[src/rtl/ysyx_23060096_ifu.sv]
// Instruction fetch unit: holds the PC, fetches one word per instruction over a
// request/response memory port and hands it to decode with a valid/ready handshake.
module ysyx_23060096_ifu #(
    parameter int              XLEN     = 32,
    parameter logic [XLEN-1:0] RESET_PC = 32'h8000_0000
) (
    input  logic            clk,
    input  logic            rst_n,
    output logic            imem_req_valid,
    input  logic            imem_req_ready,
    output logic [XLEN-1:0] imem_addr,
    input  logic            imem_rsp_valid,
    input  logic [31:0]     imem_rsp_data,
    output logic            inst_valid,
    input  logic            inst_ready,
    output logic [31:0]     inst,
    output logic [XLEN-1:0] inst_pc,
    input  logic            redirect_valid,
    input  logic [XLEN-1:0] redirect_pc
);

    typedef enum logic [1:0] {
        S_BOOT,
        S_REQ,
        S_WAIT,
        S_HOLD
    } state_t;

    state_t          state, state_n;
    logic [XLEN-1:0] pc, pc_n;
    logic [XLEN-1:0] inst_pc_n;
    logic [31:0]     inst_n;
    logic            drop, drop_n;
    logic [XLEN-1:0] target;
    logic            req_fire;

    assign target         = {redirect_pc[XLEN-1:2], 2'b00};
    assign imem_req_valid = (state == S_REQ);
    assign imem_addr      = pc;
    assign inst_valid     = (state == S_HOLD);
    assign req_fire       = imem_req_valid && imem_req_ready;

    always_ff @(posedge clk or negedge rst_n) begin
        if (!rst_n) begin
            state   <= S_BOOT;
            pc      <= RESET_PC;
            drop    <= 1'b0;
            inst    <= '0;
            inst_pc <= '0;
        end else begin
            state   <= state_n;
            pc      <= pc_n;
            drop    <= drop_n;
            inst    <= inst_n;
            inst_pc <= inst_pc_n;
        end
    end

    always_comb begin
        state_n   = state;
        pc_n      = pc;
        drop_n    = drop;
        inst_n    = inst;
        inst_pc_n = inst_pc;
        case (state)
            S_BOOT: begin
                state_n = S_REQ;
                if (redirect_valid) pc_n = target;
            end
            S_REQ: begin
                if (redirect_valid) begin
                    pc_n = target;
                    // The old address is already in flight; its word must be thrown away.
                    if (req_fire) begin
                        drop_n  = 1'b1;
                        state_n = S_WAIT;
                    end
                end else if (req_fire) begin
                    state_n = S_WAIT;
                end
            end
            S_WAIT: begin
                if (redirect_valid) begin
                    pc_n = target;
                    if (imem_rsp_valid) begin
                        drop_n  = 1'b0;
                        state_n = S_REQ;
                    end else begin
                        drop_n = 1'b1;
                    end
                end else if (imem_rsp_valid) begin
                    if (drop) begin
                        drop_n  = 1'b0;
                        state_n = S_REQ;
                    end else begin
                        inst_n    = imem_rsp_data;
                        inst_pc_n = pc;
                        state_n   = S_HOLD;
                    end
                end
            end
            S_HOLD: begin
                if (redirect_valid) begin
                    pc_n    = target;
                    state_n = S_REQ;
                end else if (inst_ready) begin
                    pc_n    = pc + XLEN'(4);
                    state_n = S_REQ;
                end
            end
            default: state_n = S_BOOT;
        endcase
    end

endmodule

[config.mk]
export PLATFORM = sky130hd
export DESIGN_NAME = ysyx_23060096_ifu
export DESIGN_NICKNAME = d
export VERILOG_FILES = /design/src/rtl/ysyx_23060096_ifu.sv
export SDC_FILE = /design/constraint.sdc
export NUM_CORES = 1
export LEC_CHECK = 0
export CORE_UTILIZATION = 40
export CTS_BUF_LIST = sky130_fd_sc_hd__clkbuf_4 sky130_fd_sc_hd__clkbuf_8 sky130_fd_sc_hd__clkbuf_16
export CTS_CLUSTER_SIZE = 30
export DETAILED_ROUTE_END_ITERATION = 8
export PLACE_DENSITY_LB_ADDON = 0.2
export SLEW_MARGIN = 20
export SYNTH_ARGS = -nofsm -noshare
export SYNTH_HDL_FRONTEND = slang
export SYNTH_SLANG_ARGS = --single-unit
[constraint.sdc]
create_clock -name clk -period 1.9 [get_ports clk]
set_input_delay 0.57 -clock clk [delete_from_list [all_inputs] [get_ports clk]]
set_output_delay 0.57 -clock clk [all_outputs]
set_load 0.02 [all_outputs]
# == After elaboration in Yosys (flattened, before gate mapping) ==
# Cells that the tools add are included.
# op_classes
eq_ne,9
bitwise_logic,2
addsub,1
muxes,18
n_reduce_logical,8
# ops
operator,count
$mux 32,3
$pmux 32 s2,1
$add 32x3->32 const B,1
$mux 2,7
$pmux 2 s4,1
$reduce_and 4->1,2
$ne 2x1->1 const B,3
$mux 1,5
$eq 2x2->1 const B,2
$ne 3x1->1 const B,1
$ne 3x3->1 const B,1
$reduce_and 3->1,1
$reduce_or 3->1,1
$eq 2x1->1 const B,1
$logic_not 2->1,1
$ne 2x2->1 const B,1
$not 1->1,2
$pmux 1 s2,1
$reduce_and 2->1,1
$reduce_bool 2->1,1
$logic_and 1x1->1,1
# word_totals
elab_cells,43
register_bits,99
input_bits,70

# == Logic depth before layout (Yosys ltp) ==
# Gate-level depths: netlist of the first run.
# depth
depth_word,5
mapped_depth,8

# == Worst setup path before layout of the first run ==
# OpenSTA, ideal clock, no wires.
# synth_timing
path_kind,register to register
start,reg state[0]
end,"reg pc[8], in the netlist imem_addr[8]"
period_less_slack_ps,1889
setup_time_ps,137
required_ps,1763
n_path_buf,2
path_slack_ps,11
arrival_ps,1752
path_stages_with_launch,9
cell_sequence,dfrtp_1 -> ha_1 -> nand2b_1 -> a21oi_1 -> clkbuf_1 -> buf_2 -> nor2_1 -> nor2_1 -> a21oi_1
# synth_between
elab_cells_between_ends,9
classes_between,eq/ne (5); mux (1); reduce/logical (3)
# synth_rtl
element,line,source
"start, declared",29,"state_t state, state_n;"
"start signal, assigned",51,state <= state_n;
$eq 2x2->1 (*),-,
via inst_valid,14,"output logic inst_valid,"
$ne 3x1->1 (no line),-,
$reduce_and 2->1 (no line),-,
"end signal, assigned",52,pc <= pc_n;
"end, declared",30,"logic [XLEN-1:0] pc, pc_n;"
# Mark *: on every way through the listed nets, which the timed path passes. The rest lies on a longest branch.
# A chain may end at the register's enable or synchronous reset.

# == Final worst setup path of the first run ==
# layout_timing
start,reg state[0]
end,reg inst_pc[25]
# layout_between
elab_chain_len,2
# layout_lines
element,line,source
$eq 2x2->1,65,case (state)
$reduce_and 4->1 (no line),-,
"end signal, assigned",55,inst_pc <= inst_pc_n;
"end, declared",17,"output logic [XLEN-1:0] inst_pc,"
# No other way between the ends.

==> results of run 1 <==
## metrics by stage
stage / hold slack, ns / cells
2_1_floorplan: 0.274 / 400
3_3_place_gp: 0.467 / 712
3_5_place_dp: 0.474 / 712
4_1_cts: 0.264 / 732
5_1_grt: 0.281 / 741
6_report: 0.232 / 741
## path summary, 6_finish.rpt
| check | end | slack [ns] | depth (start not counted) |
|---|---|---|---|
| setup / recovery | inst_pc[25]$_DFFE_PN0P_ | -0.04 | 7 |
| hold / removal | inst[30]$_DFFE_PN0P_ | 0.23 | 2 |
| setup reg to reg | inst_pc[25]$_DFFE_PN0P_ | -0.04 | 7 |
| hold reg to reg | inst_pc[25]$_DFFE_PN0P_ | 0.51 | 1 |
| max in group asynchronous | inst[21]$_DFFE_PN0P_ | 1.25 | 2 |
| min in group clk | inst_pc[25]$_DFFE_PN0P_ | 0.51 | 1 |
## layout by cell type, fill, tap and decap left out, types with 7 or more instances in the layout
cell type | Yosys | final
sky130_fd_sc_hd__a21oi_1 | 32 | 31
sky130_fd_sc_hd__a31oi_1 | 7 | 7
sky130_fd_sc_hd__buf_12 | 0 | 9
sky130_fd_sc_hd__buf_4 | 4 | 37
sky130_fd_sc_hd__clkbuf_8 | 0 | 10
sky130_fd_sc_hd__clkdlybuf4s50_1 | 0 | 66
sky130_fd_sc_hd__dfrtp_1 | 94 | 91
sky130_fd_sc_hd__dlygate4sd2_1 | 0 | 91
sky130_fd_sc_hd__mux2_4 | 0 | 62
sky130_fd_sc_hd__nand2_1 | 28 | 28
sky130_fd_sc_hd__nand3_1 | 15 | 15
sky130_fd_sc_hd__nor2_1 | 20 | 19
sky130_fd_sc_hd__o21ai_0 | 15 | 15
sky130_fd_sc_hd__o22a_1 | 7 | 7
sky130_fd_sc_hd__o22ai_1 | 11 | 11
## routing by layer
layer | track usage | vias up
li1 | - | 1855
met5 | 0 | -
met3 | 0.0412 | 22
met1 | 0.289 | 2008
met2 | 0.365 | 158
met4 | 0.0802 | 0
## logic make-up after synthesis
kind of cell,synth area share
simple gates,0.126
flops,0.530
buf+inv,0.0390
compound gates,0.132
mux,0.158
fa+ha+maj,0.0139
other cells,0.000836
## synthesized netlist by cell type, types with 4 or more instances
library cell                number  area, um^2
sky130_fd_sc_hd__buf_2          11        55.1
sky130_fd_sc_hd__ha_1            5        62.6
sky130_fd_sc_hd__nand2_1        28         105
sky130_fd_sc_hd__nand3_1        15        75.1
sky130_fd_sc_hd__nor2_1         20        75.1
sky130_fd_sc_hd__a2bb2oi_1       5        43.8
sky130_fd_sc_hd__a311oi_1        5        43.8
sky130_fd_sc_hd__and4_1          4        35.0
sky130_fd_sc_hd__o22a_1          7        61.3
sky130_fd_sc_hd__a31oi_1         7        43.8
sky130_fd_sc_hd__and3_1          6        37.5
sky130_fd_sc_hd__mux2_2         45         507
sky130_fd_sc_hd__nand4_1         6        37.5
sky130_fd_sc_hd__dfrtp_1        94        2350
sky130_fd_sc_hd__clkbuf_1       13        48.8
sky130_fd_sc_hd__or3_1           4        25.0
sky130_fd_sc_hd__inv_1           5        18.8
sky130_fd_sc_hd__o21ai_0        15        75.1
sky130_fd_sc_hd__mux2_1         17         191
sky130_fd_sc_hd__a21oi_1        32         160
sky130_fd_sc_hd__buf_4           4        30.0
sky130_fd_sc_hd__nor3_1          8        40.0
sky130_fd_sc_hd__o22ai_1        11        68.8
## final cells by class
| cell class | count | share of cell area |
|---|---|---|
| Sequential cell | 95 | 0.333 |
| Multi-Input combinational cell | 270 | 0.311 |
| Timing Repair Buffer | 216 | 0.301 |
| Tap cell | 140 | 0.0245 |
| Clock buffer | 11 | 0.0203 |
| Clock inverter | 4 | 0.00769 |
| Inverter | 5 | 0.00262 |
## critical path, cell delays in order, from the launching register on
cell                        delay, ns
sky130_fd_sc_hd__dfrtp_1         0.42
sky130_fd_sc_hd__inv_1           0.09
sky130_fd_sc_hd__ha_2            0.20
sky130_fd_sc_hd__inv_2           0.06
sky130_fd_sc_hd__nor4b_4         0.32
sky130_fd_sc_hd__buf_6           0.24
sky130_fd_sc_hd__clkbuf_16       0.20
sky130_fd_sc_hd__mux2_4          0.30
## sequential cells by signal, indices dropped and copies added (netlist names)
signal,flops
drop,1
inst_pc,30
imem_addr,30
state,2
inst,32
## power by group
| part | internal (mW) | leakage [nW] | switching [mW] |
|---|---|---|---|
| combinational | 2.17 | 2.09 | 2.23 |
| sequential | 2.77 | 1.20 | 0.575 |
| clock | 0.660 | 0.0994 | 0.746 |
| total | 5.59 | 3.39 | 3.55 |
## repair_timing
| item | CTS | global route |
|---|---|---|
| pin swaps | 1 | 3 |
| endpoints found under the setup margin | 155 | 81 |
| buffers inserted | 3 | 3 |
| resized for setup | 99 | 84 |
| gates cloned | 2 | 6 |
==> summary.log, run 1 <==
qor: worst_setup_path.critPathMaxFanout 7
qor: worst_setup_path.arrival 2.19 ns
qor: route.wl_per_cell 18.7 um
qor: clock_tree.numClockSinks 95
qor: die.total_core_area 0.0109 mm^2
qor: cells_and_area.fin_area 0.00716 mm^2
qor: cells_and_area.fillers 885
qor: cells_and_area.syn2layout_area_growth 59.6%
qor: logic_synthesis.synth_cells 397
qor: timing.hold_viol 0
qor: worst_setup_path.reg2reg_from state[0]$_DFFE_PN0P_
qor: route.vias 4043
qor: clock_tree.tritoncts.num_buffers 9
qor: power_and_ir_drop.leakage 3.39 nW
qor: placed_design.place_hpwl 8.83 mm
qor: timing.setup_tns -0.565 ns
qor: status.status finished with violations
qor: timing.slew_viol_final 0
qor: timing.finClkSkew 0.0146 ns
qor: route.met3_wirelength 712 um
qor: placed_design.placement.io_buffers 161
qor: grt.vias_in_the_first_global_route 3939
qor: cells_and_area.multi_input_comb_area 0.00222 mm^2
qor: route.first_iter_violations 182
qor: die.number_of_placement_rows 38
qor: clock_tree.cts_root_buffer sky130_fd_sc_hd__clkbuf_8
qor: cells_and_area.diodes 0
qor: power_and_ir_drop.peakVddDrop 702 uV
qor: clock_tree.clkSlewWorstSetupHoldPaths 0.10 ns
qor: route.vias_per_cell 5.46
qor: logic_synthesis.synthesis.yosys.warnings 0
qor: placed_design.setup_slack_after_placement -0.369 ns
qor: clock_tree.htree_num_levels 3
qor: cells_and_area.finalCoreUtilization 0.658
qor: route.met1Wirelength 6.23 mm
qor: cells_and_area.seq_area 0.00238 mm^2
qor: timing.grt_setup_unrepaired true
qor: logic_synthesis.post_synth_instance_area 0.00449 mm^2
qor: grt.track_usage 0.221
qor: logic_synthesis.synthesized_flop_and_latch_total 95
qor: power_and_ir_drop.power.density_cell_area 1280 mW/mm^2
qor: logic_synthesis.synthFlopType sky130_fd_sc_hd__dfrtp_1
qor: die.design.die.area 0.0116 mm^2
qor: logic_synthesis.synth_edf_count 0
qor: logic_synthesis.synth_cell_types 48
qor: timing.slew_headroom 0.651
qor: clock_tree.cts_tree done
qor: clock_tree.cts_hold_repair.buffers 0
qor: worst_setup_path.critPathRequiredTime 2.15 ns
qor: grt.antenna_violations_before_repair 0
qor: route.detail_route.first_pass.iterations 5
qor: timing.period_share 1.02
qor: worst_hold_path.worst_hold_path_type primary input to asynchronous set/reset pin
qor: worst_setup_path.crit_path_start state[0]$_DFFE_PN0P_
qor: power_and_ir_drop.power.total 9.14 mW
qor: timing.tightest_slew 0.523 ns
qor: die.die-width 108 um
qor: timing.finalCriticalPeriod 1.94 ns
qor: grt.grt_first_pass_wirelength 19.7 mm
qor: timing.finalSetupViolCount 31
qor: route.detail-route-antenna-nets 0
qor: route.detail_route.drc_violations 0
qor: logic_synthesis.synth-async-reset-ratio 1.00
qor: grt.grt_overflow_total 0
qor: die.die_height 108 um
qor: worst_setup_path.worst_setup_path_start_kind register
qor: die.count_of_boundary_i_o_pins 168
qor: route.highest-signal-layer met4
qor: route.wl_met2 6.65 mm
qor: job.maxCapViolations 0
qor: clock_tree.clkLatencyLatePin 0.37 ns
qor: clock_tree.cts-root-to-sink-buffers 2
qor: route.routed_wirelength 13.9 mm
qor: logic_synthesis.mapped_avg_cell_area 11.3 um^2
qor: cells_and_area.drive_above_1_share 0.261
qor: worst_setup_path.timing.setup.critical_path_class register to register
qor: logic_synthesis.synth-seq-area-share 0.530
qor: placed_design.finalWeightedCongestion 0.841
qor: status.violations setup timing
qor: cells_and_area.nets 672
qor: worst_setup_path.cp-end-kind register
qor: grt.grt_start_max_net_pins 96
qor: die.starting_density_of_the_core 0.412
qor: timing.achievable-frequency 515 MHz
qor: timing.postLayoutSetupSlackWorst -0.0416 ns
qor: placed_design.placement.cell_area 0.00655 mm^2
Note: power is estimated with default switching activity, not from simulation.
==> run 2: changes to the inputs <==
Settings changed: CAP_MARGIN from default to 25, GPL_TIMING_DRIVEN from default to 1.
==> results of run 2 <==
Same layout as run 1: the final DEF is identical, and so are final timing and power.
==> run 3: changes to the inputs <==
Settings changed: CORE_UTILIZATION 40 to 25.
==> run 3 against run 2 <==
  * The run now ends clean
  * Sequential cell count is the same
  * Die area grew 59%
  * Clock skew shrank 0.0079 ns
  * First-iteration DRC count grew 29%
  * Total power grew 4.2%
  * Register-to-register slack gained 0.06 ns
  * Final cell count grew 12%
  * Maximum frequency grew 3.4%
  * Clock-buffer cell count shrank 1
  * Sequential share of layout area shrank 0.75 points
  * Global-route usage shrank 6.5 points
  * Non-clock buffer count grew 4
  * Critical path type unchanged
  * Critical endpoint is now inst[18]$_DFFE_PN0P_
==> summary.log, run 3 (synthesis results as in run 1) <==
qor: power_and_ir_drop.power.density_cell_area 1300 mW/mm^2 [+1.9%]
qor: route.detail-route-antenna-nets 0 [unchanged]
qor: route.wl_met2 6.93 mm [+4.2%]
qor: timing.setup_tns 0 ns [+0.565 ns]
qor: die.count_of_boundary_i_o_pins 168 [unchanged]
qor: placed_design.placement.io_buffers 161 [unchanged]
qor: worst_setup_path.critPathRequiredTime 2.14 ns [about the same]
qor: worst_setup_path.arrival 2.11 ns [-0.08 ns]
qor: timing.postLayoutSetupSlackWorst 0.0223 ns [+0.0639 ns]
qor: cells_and_area.diodes 0 [unchanged]
qor: cells_and_area.layout.cells.most_common_list sky130_fd_sc_hd__dfrtp_1, sky130_fd_sc_hd__clkdlybuf4s50_1, sky130_fd_sc_hd__buf_4
qor: grt.grt_start_max_net_pins 43 [-55%]
qor: timing.finalCriticalPeriod 1.88 ns [-0.0639 ns]
qor: timing.achievable-frequency 533 MHz [+3.4%]
qor: die.die-width 136 um [+26%]
qor: cells_and_area.drive_above_1_share 0.248 [-0.0137]
qor: route.detail_route.drc_violations 0 [unchanged]
qor: route.met3_wirelength 820 um [+15%]
qor: timing.finClkSkew 0.00669 ns [-0.00788 ns]
qor: timing.grt_setup_unrepaired true
qor: worst_setup_path.worst_setup_path_start_kind register
qor: route.detail_route.first_pass.iterations 4 [-1]
qor: placed_design.finalWeightedCongestion 0.845 [+0.42%]
qor: timing.slew_viol_final 0 [unchanged]
qor: clock_tree.clkSlewWorstSetupHoldPaths 0.07 ns [-0.03 ns]
qor: cells_and_area.largest-register inst
qor: cells_and_area.largest_reg_flops 32 [unchanged]
qor: die.design.die.area 0.0185 mm^2 [+59%]
qor: route.met1Wirelength 6.66 mm [+7.0%]
qor: grt.grt_first_pass_wirelength 21.9 mm [+12%]
qor: cells_and_area.nets 676 [+0.60%]
qor: route.highest-signal-layer met4
qor: power_and_ir_drop.peakVddDrop 600 uV [-15%]
qor: grt.vias_in_the_first_global_route 4063 [+3.1%]
qor: grt.track_usage 0.156 [-0.0647]
qor: cells_and_area.syn2layout_area_growth 63.2%
qor: clock_tree.cts_root_buffer sky130_fd_sc_hd__clkbuf_16
qor: worst_setup_path.cp-end-kind register
qor: die.number_of_placement_rows 48 [+26%]
qor: grt.grt_overflow_total 0 [unchanged]
qor: clock_tree.numClockSinks 95 [unchanged]
qor: job.maxCapViolations 0 [unchanged]
qor: clock_tree.cts-root-to-sink-buffers 2 [unchanged]
qor: timing.finalSetupViolCount 0 [-100%]
qor: timing.hold_viol 0 [unchanged]
qor: route.first_iter_violations 234 [+29%]
qor: clock_tree.clkLatencyLatePin 0.35 ns [-0.02 ns]
qor: die.die_height 136 um [+26%]
qor: status.status finished, final reports clean
qor: grt.antenna_violations_before_repair 0 [unchanged]
qor: power_and_ir_drop.leakage 3.86 nW [+14%]
qor: clock_tree.cts_hold_repair.buffers 0 [unchanged]
qor: placed_design.place_hpwl 9.93 mm [+12%]
qor: worst_setup_path.timing.setup.critical_path_class register to register
qor: cells_and_area.final_common_cell sky130_fd_sc_hd__dfrtp_1
qor: clock_tree.cts_tree done
qor: worst_setup_path.critPathMaxFanout 12 [+5]
qor: placed_design.setup_slack_after_placement -0.457 ns [-0.0885 ns]
qor: timing.period_share 0.988 [-0.0337]
qor: clock_tree.tritoncts.num_buffers 9 [unchanged]
qor: clock_tree.htree_num_levels 3 [unchanged]
qor: power_and_ir_drop.power.total 9.53 mW [+4.2%]
qor: route.routed_wirelength 14.7 mm [+6.2%]
qor: route.vias_per_cell 4.80 [-12%]
qor: die.starting_density_of_the_core 0.258 [-0.154]
qor: worst_hold_path.worst_hold_path_type primary input to asynchronous set/reset pin
qor: die.total_core_area 0.0174 mm^2 [+60%]
qor: route.vias 3986 [-1.4%]
qor: route.wl_per_cell 17.7 um [-5.3%]
## run 3: worst paths after layout
kind | cells past startpoint | slack [ns] | start | endpoint
setup / recovery | 7 | 0.02 | state[0]$_DFFE_PN0P_ | inst[18]$_DFFE_PN0P_
setup reg to reg | 7 | 0.02 | state[0]$_DFFE_PN0P_ | inst[18]$_DFFE_PN0P_
hold reg to reg | 1 | 0.48 | inst[25]$_DFFE_PN0P_ | inst[25]$_DFFE_PN0P_
max in group asynchronous | 2 | 1.25 | rst_n | state[1]$_DFFE_PN0P_
min in group clk | 1 | 0.48 | inst[25]$_DFFE_PN0P_ | inst[25]$_DFFE_PN0P_
hold / removal | 1 | 0.10 | rst_n | inst[30]$_DFFE_PN0P_
## run 3: worst max-delay path, cell delays in order (launching register included)
cell and delay (ns):
sky130_fd_sc_hd__dfrtp_1 0.43, sky130_fd_sc_hd__inv_1 0.08, sky130_fd_sc_hd__ha_2 0.18, sky130_fd_sc_hd__inv_2 0.05, sky130_fd_sc_hd__nor4b_4 0.27, sky130_fd_sc_hd__buf_6 0.23
sky130_fd_sc_hd__buf_12 0.17, sky130_fd_sc_hd__mux2_2 0.34
## run 3: area by class of cell
type | instances | area [um^2]
Clock buffer | 10 | 233
Clock inverter | 6 | 61.3
Fill cell | 1656 | 10100
Inverter | 5 | 18.8
Multi-Input combinational cell | 270 | 2080
Sequential cell | 95 | 2380
Tap cell | 225 | 282
Timing Repair Buffer | 220 | 2260
## run 3: metrics by stage
stage                     hold WS, ns  cells   util  area [um^2]
after global routing            0.113    831  0.421         7320
final                           0.103    831  0.421         7320
after floorplan                 0.274    400      -         4500
after global placement          0.469    806  0.384         6690
after detailed placement        0.474    806  0.384         6690
after CTS                      0.0984    827  0.403         7020
## run 3: where the power goes
part           internal (mW)  switching, mW  leakage, nW
clock                   1.03          0.807        0.146
combinational           2.16           2.20         2.51
sequential              2.77          0.564         1.20
## run 3: timing repair
action	4_1_cts	5_1_grt
gates cloned	2	3
setup endpoints to repair	110	116
buffers inserted	3	2
resized for setup	59	88
pin swaps	1	2
## run 3: layer usage
layer  track usage  vias to the layer above
met5             0                        -
met4        0.0679                        0
met3        0.0280                       17
met2         0.251                      131
met1         0.206                     1964
li1              -                     1874
